==> config.mk <==
export PLATFORM = sky130hd
export DESIGN_NAME = nand_cmd_latch
export DESIGN_NICKNAME = d
export VERILOG_FILES = /design/src/rtl/nand_cmd_latch.sv
export SDC_FILE = /design/constraint.sdc
export NUM_CORES = 1
export LEC_CHECK = 0
export ABC_AREA = 0
export CELL_PAD_IN_SITES_DETAIL_PLACEMENT = 0
export CELL_PAD_IN_SITES_GLOBAL_PLACEMENT = 1
export CORE_MARGIN = 2
export CORE_UTILIZATION = 36
export CTS_CLUSTER_DIAMETER = 200
export DETAILED_ROUTE_END_ITERATION = 10
export PLACE_DENSITY = 0.87
export SYNTH_ARGS = -nofsm -noshare
export SYNTH_HDL_FRONTEND = slang
export SYNTH_SLANG_ARGS = --single-unit
==> constraint.sdc <==
create_clock -name v_clk0 -period 4.42 [get_ports v_clk0]
set_input_delay 0.884 -clock v_clk0 [delete_from_list [all_inputs] [get_ports v_clk0]]
set_output_delay 0.884 -clock v_clk0 [all_outputs]
set_load 0.03 [all_outputs]
==> src/rtl/nand_cmd_latch.sv <==
// nand_cmd_latch: NAND CLE/ALE byte latch sequencer with programmable setup/WE#-pulse/hold timing; NAND_CMD_WP_CTRL_EN adds wp_release-driven WP#
module nand_cmd_latch #(
  parameter int DQ_WIDTH = 8,
  parameter int T_SETUP = 2,
  parameter int T_WP = 2,
  parameter int T_HOLD = 2
) (
  input  logic                v_clk0,
  input  logic                v_rst0,
`ifdef NAND_CMD_WP_CTRL_EN
  input  logic                wp_release,
`endif
  input  logic                req_valid,
  output logic                req_ready,
  input  logic                req_type,
  input  logic [DQ_WIDTH-1:0] req_data,
  input  logic                req_chip,
  input  logic                req_last,
  input  logic                abort,
  output logic                done,
  output logic                v_ctrl_cle,
  output logic                v_ctrl_ale,
  output logic                v_ctrl_wrn,
  output logic                v_ctrl_wpn,
  output logic [1:0]          v_ctrl_cen,
  output logic                v_dq_oe_n,
  output logic [DQ_WIDTH-1:0] v_wr_data_rise,
  output logic [DQ_WIDTH-1:0] v_wr_data_fall
);
  localparam logic [3:0] TS = T_SETUP < 1 ? 4'd1 : 4'(T_SETUP);
  localparam logic [3:0] TW = T_WP < 1 ? 4'd1 : 4'(T_WP);
  localparam logic [3:0] TH = T_HOLD < 1 ? 4'd1 : 4'(T_HOLD);
  localparam logic [1:0] IDLE = 2'd0, SETUP = 2'd1, PULSE = 2'd2, HOLD = 2'd3;
  logic [1:0] state;
  logic [3:0] cnt;
  logic last;
  logic expired;
  assign expired = cnt == 4'd1;
  always_ff @(posedge v_clk0) begin
    if (v_rst0 || abort) begin
      state <= IDLE;
      cnt <= 4'd0;
      last <= 1'b0;
      req_ready <= !v_rst0;
      done <= 1'b0;
      v_ctrl_cle <= 1'b0;
      v_ctrl_ale <= 1'b0;
      v_ctrl_wrn <= 1'b1;
      v_ctrl_cen <= 2'b11;
      v_dq_oe_n <= 1'b1;
      if (v_rst0) begin
        v_wr_data_rise <= '0;
        v_wr_data_fall <= '0;
      end
    end else begin
      done <= 1'b0;
      case (state)
        IDLE: begin
          req_ready <= !(req_valid && req_ready);
          if (req_valid && req_ready) begin
            state <= SETUP;
            cnt <= TS;
            last <= req_last;
            v_ctrl_cle <= !req_type;
            v_ctrl_ale <= req_type;
            v_ctrl_cen <= req_chip ? 2'b01 : 2'b10;
            v_wr_data_rise <= req_data;
            v_wr_data_fall <= req_data;
            v_dq_oe_n <= 1'b0;
          end
        end
        SETUP: begin
          cnt <= expired ? TW : cnt - 4'd1;
          if (expired) begin
            state <= PULSE;
            v_ctrl_wrn <= 1'b0;
          end
        end
        PULSE: begin
          cnt <= expired ? TH : cnt - 4'd1;
          if (expired) begin
            state <= HOLD;
            v_ctrl_wrn <= 1'b1;
          end
        end
        default: begin
          cnt <= expired ? 4'd0 : cnt - 4'd1;
          if (expired) begin
            state <= IDLE;
            done <= 1'b1;
            req_ready <= 1'b1;
            v_ctrl_cle <= 1'b0;
            v_ctrl_ale <= 1'b0;
            v_dq_oe_n <= 1'b1;
            v_ctrl_cen <= last ? 2'b11 : v_ctrl_cen;
          end
        end
      endcase
    end
  end
`ifdef NAND_CMD_WP_CTRL_EN
  always_ff @(posedge v_clk0) v_ctrl_wpn <= v_rst0 ? 1'b0 : wp_release;
`else
  assign v_ctrl_wpn = 1'b1;
`endif
endmodule

* After elaboration in Yosys (flattened, before gate mapping) *
Index checks and enable logic that the tools add are counted.

word-level totals
  logic and storage cells = 72
  output and inout port bits = 25
  register bits = 23
  input bits = 15

cells by class
  eq/ne operators = 8
  bitwise operators = 1
  add/subtract/negate cells = 1
  multiplexer cells = 30
  reductions and logical operators = 21

operators by type and width
  cell                                                                     number
  8-bit two-way mux                                                        4
  2-bit two-way mux                                                        8
  4-bit two-way mux                                                        3
  1-bit one-hot mux with 2 select lines                                    5
  2-bit nonzero test                                                       5
  3-bit AND reduction                                                      3
  2-bit inequality test, second input constant                             4
  4-bit one-hot mux with 2 select lines                                    1
  4-bit AND reduction                                                      2
  1-bit two-way mux                                                        7
  2-bit one-hot mux with 3 select lines                                    1
  4-bit by 1-bit equality test with 1-bit output, second input constant    1
  2-bit one-hot mux with 2 select lines                                    1
  2-bit AND reduction                                                      2
  4-bit OR reduction                                                       1
  4-bit by 1-bit subtractor with 4-bit output, second input constant       1
  1-bit zero test                                                          3
  3-bit nonzero test                                                       1
  2-bit by 1-bit equality test with 1-bit output, second input constant    1
  2-bit equality test, second input constant                               1
  2-bit zero test                                                          1
  2-bit by 1-bit inequality test with 1-bit output, second input constant  1
  2-bit OR reduction                                                       1
  1-bit logical AND                                                        1
  2 further kinds                                                          2

* Depth between registers and ports, before layout *
Gate-level depths: netlist of run 1.

  depth after elaboration = 4
  mapped depth = 6
  gate-level depth less buffers = 5

* Least setup slack after synthesis of run 1 *
Ideal clock, no wire load.

  path kind = input port to flip-flop
  start point = input abort
  end point = register cnt[2]
  setup slack = 2.572 ns
  arrival = 1.774 ns
  library setup time = 0.075 ns
  stages = 4
  path buffers = 1
  cell sequence = or2_1 -> clkbuf_1 -> or3_2 -> o22ai_1

on the way
  word-level cells in the longest chain between the ends = 1

ends and longest elaborated chain
  element               RTL line  text
  from (decl)           19        input logic abort,
  1-bit logical OR      40        if (v_rst0 || abort) begin
  to (signal assigned)  73        cnt <= expired ? TW : cnt - 4'd1;
  to (signal assigned)  80        cnt <= expired ? TH : cnt - 4'd1;
  to (signal assigned)  87        cnt <= expired ? 4'd0 : cnt - 4'd1;
  to (decl)             35        logic [3:0] cnt;

Every way passes these cells.
A chain may end at the register's enable or synchronous reset.

* Final worst setup path of run 1 *
  start point = register req_ready
  end point = output req_ready

RTL lines
  element                 RTL line  text
  from (decl)             14        output logic req_ready,
  from (signal assigned)  44        req_ready <= !v_rst0;
  from (signal assigned)  59        req_ready <= !(req_valid && req_ready);

No word-level cell between the ends.

==> results.sh, run 1 <==
export IMPL_run_status="completed"
export IMPL_finalWirelength_um=2403
export IMPL_final_nets=169
export IMPL_cts_root_buffer="clkbuf_4"
export IMPL_p_int_uw=315.4
export IMPL_power_density_nw_per_um2=280.8
export IMPL_setup_ws_ns=2.128
export IMPL_cp_slowest_cell="clkdlybuf4s50_1"
export IMPL_initial_core_util_pct=38.55
export IMPL_grt_remaining_overflow=0
export IMPL_pwr_share_seq_pct=53.6
export IMPL_arrival_ns=1.41
export IMPL_setup_viol=0
export IMPL_finalInstanceArea_um2=1568
export IMPL_clkPwrFrac_pct=21.5
export IMPL_grt_usage_pct=13.77
export IMPL_hold_viol_final=0
export IMPL_cp_slowest_stage_delay_ns=0.69
export IMPL_pre_cts_slack_ns=2.023
export IMPL_crit_chain="clkdlybuf4s50_1"
export IMPL_r2r_start="state[0]$_SDFFE_PP0P_"
export IMPL_port_buffers=38
export IMPL_area_growth_pct=31.07
export IMPL_cp_start_kind="flop"
export IMPL_crit_buf_inv=1
export IMPL_cts_num_sinks=23
export IMPL_gp_congestion=0.8547
export IMPL_antenna_found_initial=0
export IMPL_tns_ns=0
export IMPL_insertion_delay_ns=0.30
export IMPL_place_area_um2=1541
export IMPL_synth_seq_area_share_pct=46.03
export IMPL_post_dp_hpwl_um=1765
export IMPL_placedCellCount=187
export IMPL_core_region_area_um2=3103
export IMPL_synth_nets=139
export IMPL_synth_area_top_cells="dfxtp_1 (23%), edfxtp_1 (23%), buf_4 (6.3%)"
export IMPL_die_h_um=61.64
export IMPL_fin_hold_ws_ns=0.4797
export IMPL_io_pins=40
export IMPL_hold_path_class="flop to flop"
export IMPL_syn_area_um2=1196
export IMPL_cts_clk_slew_worst_paths_ns=0.12
export IMPL_worstMarginPinSlew_ns=0.7270
export IMPL_p_sw_uw=124.9
export IMPL_postCtsResizedCells=0
export IMPL_htree_levels=1
export IMPL_power_frac_comb_pct=25.0
export IMPL_ctsHoldBuffers=0
export IMPL_clockBufferDepth=2
export IMPL_wl_per_cell_um=12.58
export IMPL_vias=926
export IMPL_timing_reg2reg_setup_slack_ns=2.52
export IMPL_antenna_diode_count=0
export IMPL_vias_per_cell=4.848
export IMPL_hold_start="v_ctrl_cle$_SDFFE_PP0P_"
export IMPL_crit_required_ns=3.54
export IMPL_first_pass_iters=6
export IMPL_ir_drop_uv=147.0
export IMPL_crit_start="req_ready$_DFFE_PP_"
export IMPL_synth_seq_cells=23
export IMPL_cts_tree="built"
export IMPL_relSlewSlack_pct=51.10
export IMPL_yosys_area_top_type="dfxtp_1"
export IMPL_rows=20
export IMPL_critical_path_top_delay_family="buffers and inverters"
export IMPL_drv_slew=0
export IMPL_fin_crit_sh_pct=51.86
export IMPL_min_period_ns=2.292
export IMPL_first_global_vias=885
export IMPL_drt_iter0_markers=9
export IMPL_cts_buffers=3
export IMPL_dieArea_um2=3799
export IMPL_yosys_warnings=0
export IMPL_drive_above_1_share_pct=9.524
export IMPL_drc_errors=0
export IMPL_synthDistinctLibCells=36
export IMPL_grt_max_degree=23
export IMPL_avgSynthCellArea_um2=10.14
export IMPL_grt_pass1_wl_um=3829
export IMPL_die_w_um=61.64
export IMPL_postCtsSetupRepairBufs=0
export IMPL_yosysTopAreaCellShare_pct=23.43
export IMPL_rsz0062_at_grt="false"
export IMPL_switching_share_pct=28.37
export IMPL_crit_path_max_fanout=4
export IMPL_netlist_instances=118
export IMPL_fmax_ghz=0.4363
export IMPL_drtAntennaViolNets=0
export IMPL_critPathKind="flop to output port"
export IMPL_crit_path_end_kind="output port"
export IMPL_p_total_uw=440.3
export IMPL_final_core_util_pct=50.52
export IMPL_finClkSkew_ns=0.001430
export IMPL_fin_cells=191
export IMPL_p_leak_nw=0.6160
export IMPL_max_cap_violations=0
[area by class of cell]
class / instances / area, um^2
multi-input combinational: 73 / 518.0
fill: 311 / 1535
timing repair buffer: 39 / 387.9
sequential: 23 / 550.5
inverter: 8 / 30.03
clock buffer: 4 / 26.28
tap: 44 / 55.05
[worst paths after layout]
path,endpoint,depth (start not counted)
min,v_ctrl_cle$_SDFFE_PP0P_,2
min reg2reg,v_ctrl_cle$_SDFFE_PP0P_,2
max reg2reg,v_dq_oe_n$_SDFFE_PP1P_,5
max,req_ready,1
[placed cells by master (no fill, tap or decap), types with 2 or more instances in the layout]
cell,synthesis,layout
a21o_2,2,2
a31oi_1,2,2
and2_1,8,8
clkbuf_4,0,3
clkdlybuf4s50_1,0,38
dfxtp_1,14,14
edfxtp_1,9,9
ha_1,6,6
inv_1,8,8
mux2i_1,5,5
nand2_1,8,8
nand3_1,5,5
nor2_1,8,8
o221ai_1,2,2
o22ai_1,3,3
or2_2,2,2
or3_1,3,3
or3_2,2,2
[power by group through the flow]
stage / Sequential (mW) / Clock (mW) / Combinational, mW
floorplan: 0.255 / 0 / 0.0578
global placement: 0.240 / 0 / 0.108
detailed placement: 0.241 / 0 / 0.109
CTS: 0.236 / 0.0990 / 0.110
global route: 0.237 / 0.110 / 0.118
finish: 0.236 / 0.0945 / 0.110
[Yosys cell counts]
| cell type | number |
|---|---|
| a211oi_2 | 1 |
| a21bo_2 | 1 |
| a21boi_0 | 1 |
| a21o_2 | 2 |
| a21oi_1 | 1 |
| a221o_1 | 1 |
| a221oi_4 | 1 |
| a31oi_1 | 2 |
| and2_1 | 8 |
| and3_1 | 1 |
| buf_4 | 10 |
| buf_6 | 1 |
| clkbuf_1 | 3 |
| conb_1 | 1 |
| dfxtp_1 | 14 |
| edfxtp_1 | 9 |
| ha_1 | 6 |
| inv_1 | 8 |
| mux2i_1 | 5 |
| nand2_1 | 8 |
| nand2b_1 | 1 |
| nand3_1 | 5 |
| nand4_1 | 1 |
| nor2_1 | 8 |
| nor3_1 | 1 |
| nor3b_1 | 1 |
| o211ai_1 | 1 |
| o221ai_1 | 2 |
| o22ai_1 | 3 |
| o31ai_1 | 1 |
| or2_1 | 1 |
| or2_2 | 2 |
| or3_1 | 3 |
| or3_2 | 2 |
| or3b_1 | 1 |
| or3b_2 | 1 |
[metal layers]
metal / share of wire (%) / track usage (%) / vias up / wire length (um)
met5: 0 / 0 / - / 0
met4: 0.96 / 6.079 / 0 / 23
met2: 48 / 25.11 / 36 / 1163
met3: 7.9 / 3.571 / 4 / 189
li1: - / - / 456 / -
met1: 43 / 14.82 / 430 / 1026
[flip-flops by register name (all words and copies together), names as in the netlist]
signal / flops
v_wr_data_fall: 8
req_ready: 1
v_dq_oe_n: 1
state: 2
v_ctrl_cle: 1
cnt: 4
v_ctrl_cen: 2
last: 1
v_ctrl_wrn: 1
done: 1
v_ctrl_ale: 1
[cell families after synthesis]
group | synth area share (%)
buffers and inverters | 10.67
AO/OA/AOI/OAI | 12.76
multiplexers | 4.184
AND/OR/NAND/NOR | 19.77
flip-flops | 46.03
adder cells (fa/ha/maj) | 6.276
other | 0.3135
Note: power is estimated with default switching activity, not from simulation.
==> run 2, diff against run 1 <==
--- a/config.mk
+++ b/config.mk
@@ -9,10 +9,10 @@
 export CELL_PAD_IN_SITES_DETAIL_PLACEMENT = 0
 export CELL_PAD_IN_SITES_GLOBAL_PLACEMENT = 1
 export CORE_MARGIN = 2
-export CORE_UTILIZATION = 36
+export CORE_UTILIZATION = 33
 export CTS_CLUSTER_DIAMETER = 200
 export DETAILED_ROUTE_END_ITERATION = 10
-export PLACE_DENSITY = 0.87
+export PLACE_DENSITY = 0.81
 export SYNTH_ARGS = -nofsm -noshare
 export SYNTH_HDL_FRONTEND = slang
 export SYNTH_SLANG_ARGS = --single-unit
==> constraint.sdc (replaced) <==
create_clock -name v_clk0 -period 2.25 [get_ports v_clk0]
set_input_delay 0.45 -clock v_clk0 [delete_from_list [all_inputs] [get_ports v_clk0]]
set_output_delay 0.45 -clock v_clk0 [all_outputs]
set_load 0.03 [all_outputs]
==> run 2 against run 1 <==
  * Combinational power increased by 97%
  * Flip-flop and latch count unchanged
  * Setup slack got worse by 1.8 ns
  * Global-route usage decreased by 1.1 points
  * Total power increased by 98%
  * Sequential share of layout area decreased by 0.25 points
  * First-iteration DRC count increased by 44%
  * Non-clock buffer count increased by 1
  * Worst hold slack got worse by 0.00071 ns
  * Largest cell class unchanged
  * Highest routed layer unchanged
==> results.sh, run 2 (synthesis gave the netlist of run 1 again) <==
export IMPL_pwr_share_seq_pct=53.1
export IMPL_run_status="completed"
export IMPL_ctsHoldBuffers=0
export IMPL_layout_commonest_cell="clkdlybuf4s50_1"
export IMPL_cts_clk_slew_worst_paths_ns=0.12
export IMPL_clkPwrFrac_pct=22.0
export IMPL_p_leak_nw=0.6233
export IMPL_crit_chain="inv_1, ha_1, or3b_2, a21oi_1, mux2i_1"
export IMPL_timing_reg2reg_setup_slack_ns=0.38
export IMPL_largestRegisters="v_wr_data_fall x8, cnt x4"
export IMPL_top_register="v_wr_data_fall"
export IMPL_htree_levels=1
export IMPL_dieArea_um2=4122
export IMPL_core_region_area_um2=3416
export IMPL_finalInstanceArea_um2=1579
export IMPL_rsz0062_at_grt="false"
export IMPL_hold_path_class="flop to flop"
export IMPL_area_growth_pct=32.01
export IMPL_finalWirelength_um=2423
export IMPL_antenna_found_initial=0
export IMPL_vias=916
export IMPL_tns_ns=0
export IMPL_p_total_uw=872.2
export IMPL_pre_cts_slack_ns=0.3333
export IMPL_rr_worst_depth=5
export IMPL_final_nets=170
export IMPL_cts_tree="built"
export IMPL_drc_errors=0
export IMPL_insertion_delay_ns=0.32
export IMPL_drive_above_1_share_pct=10.81
export IMPL_postCtsSetupRepairBufs=0
export IMPL_cts_num_sinks=23
export IMPL_cts_root_buffer="clkbuf_4"
export IMPL_p_int_uw=619.7
export IMPL_setup_ws_ns=0.3765
export IMPL_hold_start="v_ctrl_cle$_SDFFE_PP0P_"
export IMPL_die_h_um=64.21
export IMPL_cp_start_kind="flop"
export IMPL_drv_slew=0
export IMPL_finClkSkew_ns=0.004513
export IMPL_port_buffers=38
export IMPL_power_density_nw_per_um2=552.3
export IMPL_cp_slowest_stage_delay_ns=0.47
export IMPL_drtAntennaViolNets=0
export IMPL_hold_depth=2
export IMPL_arrival_ns=2.13
export IMPL_power_frac_comb_pct=24.9
export IMPL_hold_viol_final=0
export IMPL_max_cap_violations=0
export IMPL_postCtsResizedCells=0
export IMPL_setup_viol=0
export IMPL_fmax_ghz=0.5338
export IMPL_die_w_um=64.21
export IMPL_cts_buffers=3
export IMPL_drt_iter0_markers=13
export IMPL_io_pins=40
export IMPL_post_dp_hpwl_um=1837
export IMPL_critPathKind="flop to flop"
export IMPL_rows=21
export IMPL_first_pass_iters=4
export IMPL_place_area_um2=1551
export IMPL_reg2reg_to="state[0]$_SDFFE_PP0P_"
export IMPL_p_sw_uw=252.4
export IMPL_grt_remaining_overflow=0
export IMPL_initial_core_util_pct=35.02
export IMPL_min_period_ns=1.874
export IMPL_layout_common_cells="clkdlybuf4s50_1 (38), dfxtp_1 (14), edfxtp_1 (9)"
export IMPL_crit_required_ns=2.50
export IMPL_first_global_vias=899
export IMPL_antenna_diode_count=0
export IMPL_crit_path_end_kind="flop"
export IMPL_vias_per_cell=4.722
export IMPL_switching_share_pct=28.94
export IMPL_fin_crit_sh_pct=83.27
export IMPL_hold_path_endpoint="v_ctrl_cle$_SDFFE_PP0P_"
export IMPL_gp_congestion=0.8024
export IMPL_grt_max_degree=23
export IMPL_grt_pass1_wl_um=4008
export IMPL_ir_drop_uv=302.9
export IMPL_wl_per_cell_um=12.49
export IMPL_grt_usage_pct=12.63
export IMPL_largest_reg_flops=8
export IMPL_cp_slowest_cell="or3b_2"
export IMPL_r2r_start="state[0]$_SDFFE_PP0P_"
export IMPL_crit_path_max_fanout=10
export IMPL_clockBufferDepth=2
-- run 2: cell types whose count changed in the layout (fill, tap and decap cells not counted) --
cell	before	now
buf_4	1	2
clkbuf_1	1	0
clkinv_2	0	1
-- run 2: how the worst max path moves through the flow --
stage | endpoint | cells after the start | start | slack (ns)
floorplan | v_wr_data_fall[0]$_SDFFCE_PP0P_ | 6 | state[0]$_SDFFE_PP0P_ | 0.66
global placement | v_wr_data_fall[3]$_SDFFCE_PP0P_ | 4 | req_valid | 0.35
global route | v_wr_data_fall[5]$_SDFFCE_PP0P_ | 5 | state[1]$_SDFFE_PP0P_ | 0.26
finish | state[0]$_SDFFE_PP0P_ | 5 | state[0]$_SDFFE_PP0P_ | 0.38
CTS | req_ready | 1 | req_ready$_DFFE_PP_ | 0.39
detailed placement | cnt[2]$_SDFFE_PP0P_ | 4 | v_rst0 | 0.33
-- run 2: layer usage --
layer | vias up | track usage, % | wire (um)
li1 | 462 | - | -
met1 | 410 | 14.08 | 1017
met2 | 39 | 21.48 | 1176
met3 | 5 | 3.521 | 174
met4 | 0 | 7.181 | 53
met5 | - | 0 | 0
-- run 2: critical path, delay by kind of cell (launching register included) --
family,cells,cell delay [ns]
simple gates,1,0.47
flops,1,0.37
fa+ha+maj,1,0.35
compound gates,1,0.29
mux,1,0.24
buf+inv,1,0.09
-- run 2: area by class of cell --
class | count | area [um^2]
fillers | 325 | 1837
flip-flops and latches | 23 | 550.5
multi-input cells | 73 | 518.0
repair buffers | 40 | 395.4
well taps | 46 | 57.56
inverters | 8 | 30.03
clock buffers | 3 | 22.52
clock inverters | 1 | 5.005
-- run 2: stage by stage --
step                      cells  hold slack [ns]  util, %
after floorplan             118           0.4645        -
after global placement      190           0.4551    45.42
after detailed placement    190           0.4638    45.42
after CTS                   194           0.4815    46.23
after global routing        194           0.5244    46.23
final                       194           0.4790    46.23
-- run 2: power groups by stage --
| stage | sequential, mW | combinational [mW] | clock (mW) |
|---|---|---|---|
| 2_1_floorplan | 0.501 | 0.114 | 0 |
| 3_3_place_gp | 0.471 | 0.216 | 0 |
| 3_5_place_dp | 0.473 | 0.218 | 0 |
| 4_1_cts | 0.464 | 0.219 | 0.203 |
| 5_1_grt | 0.467 | 0.231 | 0.221 |
| 6_report | 0.463 | 0.217 | 0.192 |
==> run 3, diff against run 2 <==
==> constraint.sdc (replaced) <==
create_clock -name v_clk0 -period 1.85 [get_ports v_clk0]
set_input_delay 0.37 -clock v_clk0 [delete_from_list [all_inputs] [get_ports v_clk0]]
set_output_delay 0.37 -clock v_clk0 [all_outputs]
set_load 0.03 [all_outputs]
==> run 3 against run 2 <==
  * Design area up 1.7%
  * Total power up 23%
  * Count of clock-buffer cells in the layout up 1
  * Routed wire length down 1.2%
  * Setup slack worse by 0.33 ns
  * Register-to-register slack worse by 0.23 ns
  * First-iteration DRC count down 31%
  * Global-route usage about the same
  * Die area unchanged
  * Final cell count up 1.5%
  * Sequential power up 22%
==> results.sh, run 3 (synthesis gave the netlist of run 1 again) <==
export IMPL_power_density_nw_per_um2=670.3
export IMPL_placedCellCount=193
export IMPL_antenna_found_initial=0
export IMPL_min_period_ns=1.801
export IMPL_fin_crit_sh_pct=97.36
export IMPL_insertion_delay_ns=0.32
export IMPL_critical_path_top_delay_family="buffers and inverters"
export IMPL_cts_buffers=3
export IMPL_finalWirelength_um=2395
export IMPL_pwr_share_seq_pct=52.3
export IMPL_final_core_util_pct=47.03
export IMPL_final_nets=173
export IMPL_port_buffers=38
export IMPL_grt_pass1_wl_um=4043
export IMPL_wl_per_cell_um=12.16
export IMPL_hold_viol_final=0
export IMPL_grt_max_degree=23
export IMPL_fmax_ghz=0.5552
export IMPL_hold_path_class="flop to flop"
export IMPL_drt_iter0_markers=9
export IMPL_largest_reg_flops=8
export IMPL_timing_reg2reg_setup_slack_ns=0.15
export IMPL_first_global_vias=891
export IMPL_pre_cts_slack_ns=0.06569
export IMPL_cp_slowest_stage_delay_ns=0.69
export IMPL_p_sw_uw=313.3
export IMPL_tns_ns=0
export IMPL_crit_path_max_fanout=4
export IMPL_drtAntennaViolNets=0
export IMPL_antenna_diode_count=0
export IMPL_finClkSkew_ns=0.002397
export IMPL_top_register="v_wr_data_fall"
export IMPL_largestRegisters="v_wr_data_fall x8, cnt x4"
export IMPL_clkPwrFrac_pct=22.4
export IMPL_vias_per_cell=4.766
export IMPL_io_pins=40
export IMPL_fin_cells=197
export IMPL_grt_usage_pct=12.61
export IMPL_switching_share_pct=29.10
export IMPL_ir_drop_uv=237.9
export IMPL_cts_clk_slew_worst_paths_ns=0.12
export IMPL_fillers=329
export IMPL_cts_root_buffer="clkbuf_4"
export IMPL_dieArea_um2=4122
export IMPL_drive_above_1_share_pct=13.25
export IMPL_crit_buf_inv=1
export IMPL_setup_viol=0
export IMPL_core_region_area_um2=3416
export IMPL_cts_tree="built"
export IMPL_clockBufferDepth=2
export IMPL_p_total_mw=1.077
export IMPL_cts_num_sinks=23
export IMPL_htree_levels=1
export IMPL_crit_chain="clkdlybuf4s50_1"
export IMPL_power_frac_comb_pct=25.3
export IMPL_rows=21
export IMPL_drv_slew=0
export IMPL_drc_errors=0
export IMPL_crit_required_ns=1.48
export IMPL_die_w_um=64.21
export IMPL_p_int_uw=763.6
export IMPL_run_status="completed"
export IMPL_vias=939
export IMPL_area_growth_pct=34.31
export IMPL_post_dp_hpwl_um=1816
export IMPL_cp_slowest_cell="clkdlybuf4s50_1"
export IMPL_setup_ws_ns=0.04877
export IMPL_p_leak_nw=0.6368
export IMPL_die_h_um=64.21
export IMPL_max_cap_violations=0
export IMPL_layout_common_cells="clkdlybuf4s50_1 (38), dfxtp_1 (14), edfxtp_1 (9)"
export IMPL_initial_core_util_pct=35.02
export IMPL_first_pass_iters=4
export IMPL_grt_remaining_overflow=0
export IMPL_arrival_ns=1.43
export IMPL_cp_start_kind="flop"
export IMPL_critPathKind="flop to output port"
export IMPL_rsz0062_at_grt="false"
export IMPL_crit_path_end_kind="output port"
export IMPL_layout_commonest_cell="clkdlybuf4s50_1"
export IMPL_gp_congestion=0.7277
export IMPL_postCtsSetupRepairBufs=0
==> run 3: layer usage <==
metal | share of wire (%) | track usage, % | up-vias
li1 | - | - | 466
met3 | 8.1 | 3.345 | 5
met4 | 2.2 | 5.585 | 0
met2 | 48 | 20.44 | 40
met1 | 42 | 15.66 | 428
met5 | 0 | 0 | -
==> run 3: final timing paths <==
| kind | end | from | depth (start not counted) |
|---|---|---|---|
| min reg2reg | v_ctrl_ale$_SDFFE_PP0P_ | v_ctrl_ale$_SDFFE_PP0P_ | 2 |
| max reg2reg | state[0]$_SDFFE_PP0P_ | state[0]$_SDFFE_PP0P_ | 5 |
| min | v_ctrl_ale$_SDFFE_PP0P_ | v_ctrl_ale$_SDFFE_PP0P_ | 2 |
| max | req_ready | req_ready$_DFFE_PP_ | 1 |
==> run 3: final cells by class <==
| cell class | instances | area, um^2 | area share (%) |
|---|---|---|---|
| tap | 46 | 57.56 | 3.583 |
| sequential | 23 | 550.5 | 34.27 |
| multi-input combinational | 73 | 524.3 | 32.63 |
| inverter | 8 | 30.03 | 1.869 |
| timing repair buffer | 43 | 417.9 | 26.01 |
| clock buffer | 4 | 26.28 | 1.636 |
==> run 3: power groups by stage <==
stage	Clock [mW]	Sequential [mW]	Combinational (mW)
after floorplan	0	0.610	0.138
after detailed placement	0	0.575	0.271
final	0.242	0.563	0.272
after CTS	0.248	0.564	0.272
after global routing	0.264	0.566	0.294
after global placement	0	0.573	0.270
==> run 3: worst register-to-register path, delay by kind of cell (launching register included) <==
kind | cells | cell delay [ns]
and+or+nand+nor | 1 | 0.48
muxes | 1 | 0.23
AOI/OAI and AO/OA | 1 | 0.21
buffers and inverters | 1 | 0.08
adders and majority gates | 1 | 0.23
DFF | 1 | 0.41
==> run 3: what timing repair did <==
action	4_1_cts	5_1_grt
gates resized for setup	0	2
hold endpoints to repair	0	0
setup endpoints to repair	0	2
hold buffers	0	0
==> run 3: per-stage QoR <==
step | hold WS (ns) | area [um^2]
6_report | 0.4827 | 1607
5_1_grt | 0.5077 | 1607
4_1_cts | 0.4851 | 1600
3_5_place_dp | 0.4671 | 1574
3_3_place_gp | 0.4536 | 1574
2_1_floorplan | 0.4643 | 1196
